`src/rtl/msrv32_fetch_buffer.sv`:
```
// Fetch stage: owns the fetch PC, issues in-order imem requests and buffers returned words with their PCs.
// Optional macro MSRV32_FETCH_PERF_EN adds a saturating fetch-bubble counter output.
module msrv32_fetch_buffer #(
  parameter logic [31:0] RESET_PC = 32'h0000_0000,
  parameter int unsigned DEPTH    = 2
) (
  input  logic        ms_riscv32_mp_clk_in,
  input  logic        ms_riscv32_mp_rst_in,
  output logic        imem_req_out,
  output logic [31:0] imem_addr_out,
  input  logic        imem_gnt_in,
  input  logic        imem_rvalid_in,
  input  logic [31:0] imem_rdata_in,
  input  logic        redirect_in,
  input  logic [31:0] redirect_pc_in,
  input  logic        stall_in,
  output logic [31:0] instr_out,
  output logic [31:0] pc_out,
  output logic        instr_valid_out,
  output logic        flush_out
`ifdef MSRV32_FETCH_PERF_EN
  ,
  output logic [31:0] fetch_bubble_cnt_out
`endif
);

  localparam int unsigned AW  = $clog2(DEPTH);
  localparam int unsigned CW  = AW + 1;
  localparam logic [31:0] NOP = 32'h0000_0013;

  logic [31:0]   fetch_pc_q, fetch_pc_d, resp_pc_q, resp_pc_d, last_pc_q, last_pc_d;
  logic [CW-1:0] count_q, count_d, outst_q, outst_d, drop_q, drop_d;
  logic [AW-1:0] rd_ptr_q, rd_ptr_d, wr_ptr_q, wr_ptr_d;
  logic [31:0]   word_q [DEPTH];
  logic [31:0]   word_d [DEPTH];
  logic [31:0]   tag_q  [DEPTH];
  logic [31:0]   tag_d  [DEPTH];
  logic          req_en_q, req_en_d;
  logic [CW:0]   occupancy_s;
  logic          valid_s, grant_s, rsp_s, push_s, pop_s;
  logic          unused_s;

  assign unused_s = ^redirect_pc_in[1:0];

  // Handshake decode and output view of the FIFO head.
  always_comb begin
    valid_s         = (count_q != {CW{1'b0}});
    occupancy_s     = {1'b0, outst_q} + {1'b0, count_q};
    imem_req_out    = ms_riscv32_mp_rst_in & req_en_q & ~redirect_in &
                      (occupancy_s < (CW+1)'(DEPTH));
    imem_addr_out   = fetch_pc_q;
    grant_s         = imem_req_out & imem_gnt_in;
    // A response with nothing outstanding is a protocol error and is ignored.
    rsp_s           = imem_rvalid_in & (outst_q != {CW{1'b0}});
    push_s          = rsp_s & (drop_q == {CW{1'b0}}) & ~redirect_in;
    pop_s           = valid_s & ~stall_in;
    instr_valid_out = valid_s;
    flush_out       = ~valid_s;
    if (valid_s) begin
      instr_out = word_q[rd_ptr_q];
      pc_out    = tag_q[rd_ptr_q];
    end else begin
      instr_out = NOP;
      pc_out    = last_pc_q;
    end
  end

  // Next-state logic; a redirect overrides every other event of the cycle.
  always_comb begin
    fetch_pc_d = fetch_pc_q;
    resp_pc_d  = resp_pc_q;
    last_pc_d  = last_pc_q;
    count_d    = count_q;
    drop_d     = drop_q;
    rd_ptr_d   = rd_ptr_q;
    wr_ptr_d   = wr_ptr_q;
    word_d     = word_q;
    tag_d      = tag_q;
    req_en_d   = 1'b1;
    outst_d    = outst_q + CW'(grant_s) - CW'(rsp_s);
    if (pop_s) begin
      last_pc_d = tag_q[rd_ptr_q];
    end else begin
      last_pc_d = last_pc_q;
    end
    if (redirect_in) begin
      fetch_pc_d = {redirect_pc_in[31:2], 2'b00};
      resp_pc_d  = {redirect_pc_in[31:2], 2'b00};
      count_d    = {CW{1'b0}};
      rd_ptr_d   = {AW{1'b0}};
      wr_ptr_d   = {AW{1'b0}};
      // Everything still in flight after this cycle belongs to the old stream.
      drop_d     = outst_d;
    end else begin
      if (grant_s) begin
        fetch_pc_d = fetch_pc_q + 32'd4;
      end else begin
        fetch_pc_d = fetch_pc_q;
      end
      if (rsp_s && (drop_q != {CW{1'b0}})) begin
        drop_d = drop_q - CW'(1'b1);
      end else begin
        drop_d = drop_q;
      end
      if (push_s) begin
        word_d[wr_ptr_q] = imem_rdata_in;
        tag_d[wr_ptr_q]  = resp_pc_q;
        wr_ptr_d         = wr_ptr_q + AW'(1'b1);
        resp_pc_d        = resp_pc_q + 32'd4;
      end else begin
        wr_ptr_d  = wr_ptr_q;
        resp_pc_d = resp_pc_q;
      end
      if (pop_s) begin
        rd_ptr_d = rd_ptr_q + AW'(1'b1);
      end else begin
        rd_ptr_d = rd_ptr_q;
      end
      count_d = count_q + CW'(push_s) - CW'(pop_s);
    end
  end

  // Control state with synchronous active-low reset.
  always_ff @(posedge ms_riscv32_mp_clk_in) begin
    if (!ms_riscv32_mp_rst_in) begin
      fetch_pc_q <= RESET_PC;
      resp_pc_q  <= RESET_PC;
      last_pc_q  <= RESET_PC;
      count_q    <= {CW{1'b0}};
      outst_q    <= {CW{1'b0}};
      drop_q     <= {CW{1'b0}};
      rd_ptr_q   <= {AW{1'b0}};
      wr_ptr_q   <= {AW{1'b0}};
      req_en_q   <= 1'b0;
    end else begin
      fetch_pc_q <= fetch_pc_d;
      resp_pc_q  <= resp_pc_d;
      last_pc_q  <= last_pc_d;
      count_q    <= count_d;
      outst_q    <= outst_d;
      drop_q     <= drop_d;
      rd_ptr_q   <= rd_ptr_d;
      wr_ptr_q   <= wr_ptr_d;
      req_en_q   <= req_en_d;
    end
  end

  // FIFO payload storage; entries are only read while counted as valid.
  always_ff @(posedge ms_riscv32_mp_clk_in) begin
    word_q <= word_d;
    tag_q  <= tag_d;
  end

`ifdef MSRV32_FETCH_PERF_EN
  logic [31:0] bubble_q, bubble_d;

  // Counts cycles where the decoder is ready but nothing is buffered.
  always_comb begin
    if (~valid_s && ~stall_in && (bubble_q != 32'hFFFF_FFFF)) begin
      bubble_d = bubble_q + 32'd1;
    end else begin
      bubble_d = bubble_q;
    end
  end

  // Bubble counter register.
  always_ff @(posedge ms_riscv32_mp_clk_in) begin
    if (!ms_riscv32_mp_rst_in) begin
      bubble_q <= 32'd0;
    end else begin
      bubble_q <= bubble_d;
    end
  end

  assign fetch_bubble_cnt_out = bubble_q;
`endif

endmodule

```
`config.mk`:
```
export PLATFORM = sky130hd
export DESIGN_NAME = msrv32_fetch_buffer
export DESIGN_NICKNAME = d
export VERILOG_FILES = /design/src/rtl/msrv32_fetch_buffer.sv
export SDC_FILE = /design/constraint.sdc
export NUM_CORES = 1
export LEC_CHECK = 0
export CAP_MARGIN = 20
export CORE_MARGIN = 2
export CORE_UTILIZATION = 55
export DETAILED_ROUTE_END_ITERATION = 6
export PLACE_DENSITY = 0.91
export SYNTH_ARGS = -nofsm -noshare
export SYNTH_HDL_FRONTEND = slang
export SYNTH_SLANG_ARGS = --single-unit
```
`constraint.sdc`:
```
create_clock -name ms_riscv32_mp_clk_in -period 9.7 [get_ports ms_riscv32_mp_clk_in]
set_clock_uncertainty 0.05 [all_clocks]
set_input_delay 1.94 -clock ms_riscv32_mp_clk_in [delete_from_list [all_inputs] [get_ports ms_riscv32_mp_clk_in]]
set_output_delay 1.94 -clock ms_riscv32_mp_clk_in [all_outputs]
set_load 0.02 [all_outputs]
```
==> results_dict.tcl, run 1 <==
set metrics [dict create \
    ctsLongestPathBuffers 3 \
    cts-resized-gates 0 \
    crit_slowest_cell "clkdlybuf4s50_1" \
    cts_setup_buffers 0 \
    powerDensity_mw_per_mm2 189 \
    cp-end-kind "output pin" \
    cts_root_buffer "clkbuf_16" \
    final-hold-violation-count 0 \
    outcome "completed" \
    wl_per_cell_um 17.6 \
    port_buffers 162 \
    synth-simple-area-share 0.130 \
    async_reset_ff_frac 0 \
    drive_gt1_frac 0.0563 \
    synth_ff_type "edfxtp_1" \
    insertion_delay_ns 0.50 \
    worstPathArrival_ns 4.33 \
    cp_slowest_stage_delay_ns 0.68 \
    htreeDepth 1 \
    ys_warn_count 0 \
    cts_tree "done" \
    critical_path_required_ns 7.71 \
    cap_viol_max_count 0 \
    nFillCells 1152 \
    start_util 0.560 \
    setup-tns-final_ns 0 \
    grt_antenna_before_repair 0 \
    finalSetupViolations 0 \
    core_area_mm2 0.0172 \
    synth_largest_area_cell "edfxtp_1" \
    synth_top_family_by_area "simple AND/OR/NAND/NOR gates" \
    syn_area_mm2 0.00962 \
    max-slew-margin-rel 0.345 \
    synth_xor_area_frac 0.0501 \
    tightest_slew_ns 0.981 \
    clock-sinks 223 \
    synth_cell_types 49 \
    synth-compound-area-share 0.118 \
    rsz0062_at_grt "no" \
    area_growth_pct 26.5 \
    whs_ns 0.439 \
    route.vias.total 7180 \
    drt-vias-per-instance 5.72 \
    ioPinCount 169 \
    critical_path_class "input pin to output pin" \
    p_leak_nw 4.30 \
    fmax_ghz 0.158 \
    grt.total_usage 0.231 \
    clkTransAtPathRegs_ns 0.06 \
    grt-ovfl-total 0 \
    synth.cells.most_frequent "124 x edfxtp_1, 99 x dfxtp_1, 94 x nand2_1" \
    drtIter0Drc 596 \
    synth_mux_area_frac 0.0657 \
    hpwl_um 13900 \
    dieHeight_um 136 \
    synth_most_common_cell "edfxtp_1" \
    drc 0 \
    first_pass_iters 5 \
    min_path_type "register to register" \
    ir_drop_mv 0.120 \
    grt_pass1_wl_um 34300 \
    ant_nets 0 \
    grt_max_degree 84 \
    diodes 0 \
    synth.avg_cell_area_um2 11.0 \
    ctsHoldBuffers 0 \
    startpoint_type "input pin" \
    synthAdderAreaFrac 0.0112 \
    synth-seq-area-share 0.593 \
    die-area_mm2 0.0186 \
    num_rows 48 \
    period_minus_slack_ns 6.32 \
    routed_wl_um 22000 \
    cp_cell_sequence "buf_2 > buf_4 > nand2b_1 > nor4b_1 > clkdlybuf4s50_1" \
    cp_max_fo 83 \
    synth_cells 874 \
    drv_slew 0 \
    period_share 0.651 \
    final_net_count 1092 \
    synth_area_leaders "edfxtp_1 39%, dfxtp_1 21%, mux2i_1 6.4%" \
    fp.dieW_um 136 \
    synth_seq_cells 223 \
    grt_pass1_vias 6882 \
    synth_top_area_frac 0.387 \
    numCtsBuffers 23 \
    routabilityCongestion 0.885 \
    synth_edf_count 124 \
]
## cell type report
type	count	area [um^2]	share of cell area
clock buffer	30	696	0.0572
clock inverter	11	73.8	0.00607
inverter	18	67.6	0.00555
multi-input combinational	577	3640	0.299
sequential	223	5710	0.469
tap	225	282	0.0231
timing repair buffer	171	1700	0.140
## report_power, final
group	internal [mW]	total, mW	switching [mW]	leakage (nW)
registers	1.06	1.11	0.0461	1.94
clock network	0.509	0.868	0.359	0.377
logic	0.146	0.328	0.182	1.98
## registers in the layout, indices dropped and copies added, names as in the netlist, 2 cells and up
register / flops
imem_addr_out: 30
word_q: 64
count_q: 2
last_pc_q: 30
outst_q: 2
tag_q: 60
drop_q: 2
resp_pc_q: 30
## cells by family after synthesis
logic type,after synthesis
simple gates,268
buf+inv,77
compound gates,179
flops,223
fa+ha+maj,8
other cells,1
mux,63
xor+xnor,55
## metrics by stage
step	area, um^2	instances	setup slack, ns	utilization	power (mW)
6_report	12200	1255	3.38	0.709	2.30
4_1_cts	12100	1254	3.41	0.707	2.31
2_1_floorplan	9630	877	3.69	-	1.31
5_1_grt	12200	1255	3.16	0.709	2.38
3_5_place_dp	11400	1213	3.46	0.662	1.45
3_3_place_gp	11400	1213	3.40	0.662	1.44
## cell usage in the layout, fill, tap and decap left out, types with 19 or more instances in the layout
cell type / Yosys / final
clkdlybuf4s50_1: 0 / 161
nand2_1: 94 / 94
mux2i_1: 62 / 62
a21oi_1: 64 / 64
nor4_1: 19 / 19
dfxtp_1: 99 / 98
o211a_1: 32 / 32
clkbuf_16: 0 / 26
o21ai_0: 58 / 58
xnor2_1: 46 / 46
nor2_1: 74 / 72
edfxtp_1: 124 / 124
## per-layer routing
metal / GRT usage / vias to the layer above / wire length, um
met2: 0.387 / 305 / 10700
met4: 0.0608 / 0 / 230
met5: 0 / - / 0
met3: 0.0425 / 23 / 1820
li1: - / 3422 / -
met1: 0.311 / 3430 / 9310
## critical path, delay by kind of cell
kind	cells	cell delay (ns)
buffers and inverters	3	1.40
and+or+nand+nor	2	0.98
## path summary, 6_finish.rpt
kind | depth (start not counted) | start | to | slack [ns]
min reg2reg | 0 | resp_pc_q[31]$_SDFFE_PN0P_ | tag_q[31]$_DFFE_PP_ | 0.44
max reg2reg | 11 | count_q[1]$_SDFF_PP0_ | count_q[1]$_SDFF_PP0_ | 6.09
min | 0 | resp_pc_q[31]$_SDFFE_PN0P_ | tag_q[31]$_DFFE_PP_ | 0.44
max | 5 | ms_riscv32_mp_rst_in | imem_req_out | 3.38
(Power assumes the default switching activity.)
==> run 2: changes to the inputs <==
--- a/config.mk
+++ b/config.mk
@@ -7,9 +7,9 @@
 export LEC_CHECK = 0
 export CAP_MARGIN = 20
 export CORE_MARGIN = 2
-export CORE_UTILIZATION = 55
+export CORE_UTILIZATION = 48
 export DETAILED_ROUTE_END_ITERATION = 6
-export PLACE_DENSITY = 0.91
+export PLACE_DENSITY = 0.85
 export SYNTH_ARGS = -nofsm -noshare
 export SYNTH_HDL_FRONTEND = slang
 export SYNTH_SLANG_ARGS = --single-unit
==> constraint.sdc (replaced) <==
create_clock -name ms_riscv32_mp_clk_in -period 5.32 [get_ports ms_riscv32_mp_clk_in]
set_clock_uncertainty 0.05 [all_clocks]
set_input_delay 1.064 -clock ms_riscv32_mp_clk_in [delete_from_list [all_inputs] [get_ports ms_riscv32_mp_clk_in]]
set_output_delay 1.064 -clock ms_riscv32_mp_clk_in [all_outputs]
set_load 0.02 [all_outputs]
==> run 2 against run 1 <==
Via count shrank 0.64%; non-clock buffer count up 2; final area up 0.30%; sequential power grew 82%; worst setup slack worse by 2.0 ns.
==> results_dict.tcl, run 2 (synthesized netlist as in run 1, its figures left out) <==
set metrics [dict create \
    cp_max_fo 13 \
    hp-start "resp_pc_q[31]$_SDFFE_PN0P_" \
    period_minus_slack_ns 3.90 \
    route.vias.total 7134 \
    final_net_count 1095 \
    core_area_mm2 0.0196 \
    cts_setup_buffers 0 \
    nFillCells 1500 \
    top_regs "word_q: 64 flops, tag_q: 60 flops" \
    area_growth_pct 26.8 \
    multi_input_area_mm2 0.00364 \
    critical_path_required_ns 4.21 \
    cp_cell_sequence "clkdlybuf4s50_1 > nand2b_1 > buf_4 > nor4b_1 > clkdlybuf4s50_1" \
    worstPathArrival_ns 2.79 \
    htreeDepth 1 \
    cpMostUsedCell "clkdlybuf4s50_1" \
    p_leak_nw 4.30 \
    die-area_mm2 0.0212 \
    clock-sinks 223 \
    ant_nets 0 \
    ioPinCount 169 \
    largest_reg_flops 64 \
    r2r_setup_slack_ns 2.05 \
    clkTransAtPathRegs_ns 0.06 \
    critical_path_class "input pin to output pin" \
    cp-end-kind "output pin" \
    top_register "word_q" \
    cts-resized-gates 0 \
    tightest_slew_ns 1.01 \
    cts_tree "done" \
    layout_common_cells "161 x clkdlybuf4s50_1, 124 x edfxtp_1, 98 x dfxtp_1, 94 x nand2_1, 72 x nor2_1" \
    start_util 0.491 \
    ctsLongestPathBuffers 3 \
    crit_slowest_cell "clkdlybuf4s50_1" \
    power.total_mw 4.17 \
    final_common_cell "clkdlybuf4s50_1" \
    routed-wl-met2_um 10000 \
    startpoint_type "input pin" \
    grt.total_usage 0.200 \
    max-slew-margin-rel 0.328 \
    regArea_mm2 0.00571 \
    routed_wl_um 21700 \
    port_buffers 162 \
    numCtsBuffers 24 \
    dieHeight_um 146 \
    final-hold-violation-count 0 \
    drt-vias-per-instance 5.49 \
    powerDensity_mw_per_mm2 342 \
    outcome "completed" \
    grt_pass1_vias 6836 \
    startpoint "redirect_in" \
    drv_slew 0 \
    rsz0062_at_grt "no" \
    insertion_delay_ns 0.50 \
    wl_per_cell_um 16.7 \
    ctsHoldBuffers 0 \
    wl_met3_um 1640 \
    cp_slowest_stage_delay_ns 0.66 \
    ir_drop_mv 0.212 \
    routabilityCongestion 0.849 \
    drtIter0Drc 452 \
    drive_gt1_frac 0.0551 \
    setup-tns-final_ns 0 \
    fp.dieW_um 146 \
    r2r-start "outst_q[0]$_SDFF_PN0_" \
    grt_max_degree 83 \
    hpwl_um 14400 \
    grt_antenna_before_repair 0 \
    period_share 0.733 \
    num_rows 51 \
    cts_root_buffer "clkbuf_16" \
    first_pass_iters 5 \
    grt-ovfl-total 0 \
    drt-met1-wl_um 9740 \
    fmax_ghz 0.256 \
    cap_viol_max_count 0 \
    min_path_type "register to register" \
    top_layer_used "met4" \
    finalSetupViolations 0 \
    grt_pass1_wl_um 35000 \
    drc 0 \
    diodes 0 \
]
run 2: cell types whose count changed in the layout (fill, tap and decap cells not counted), sizes merged:
cell	before	now
bufinv	0	1
inv	20	18
clkinv	6	10
buf	10	12
run 2: power breakdown:
| group | total, mW | internal, mW | switching, mW |
|---|---|---|---|
| logic | 0.598 | 0.267 | 0.331 |
| registers | 2.02 | 1.93 | 0.0847 |
| clock network | 1.56 | 0.931 | 0.626 |
| total | 4.17 | 3.13 | 1.04 |
run 2: final timing paths:
| path | end | cells after the start |
|---|---|---|
| setup / recovery | imem_req_out | 5 |
| hold / removal | tag_q[31]$_DFFE_PP_ | 0 |
| setup reg to reg | drop_q[1]$_SDFFE_PN0P_ | 12 |
| hold reg to reg | tag_q[31]$_DFFE_PP_ | 0 |
run 2: cell type report:
class / count / share of cell area
repair buffers: 173 / 0.139
clock inverters: 14 / 0.00789
multi-input cells: 577 / 0.298
flip-flops and latches: 223 / 0.468
well taps: 265 / 0.0272
inverters: 18 / 0.00554
clock buffers: 30 / 0.0544
run 2: critical path, delay by kind of cell:
kind / cells / cell delay, ns
buffers and inverters: 3 / 1.26
AND/OR/NAND/NOR: 2 / 0.46
run 2: metal layers:
metal  global-route usage  up-vias
met5                    0        -
met4               0.0480        0
met3               0.0335       28
met2                0.327      306
met1                0.281     3371
li1                     -     3429
run 2: through the flow:
stage	setup WS, ns	util	instance area, um^2	hold WS, ns	instances
after floorplan	0.186	-	9630	0.376	877
after detailed placement	1.42	0.584	11400	0.407	1256
after CTS	1.40	0.623	12200	0.421	1300
after global placement	1.40	0.584	11400	0.382	1256
final	1.42	0.623	12200	0.415	1300
after global routing	1.28	0.623	12200	0.425	1300
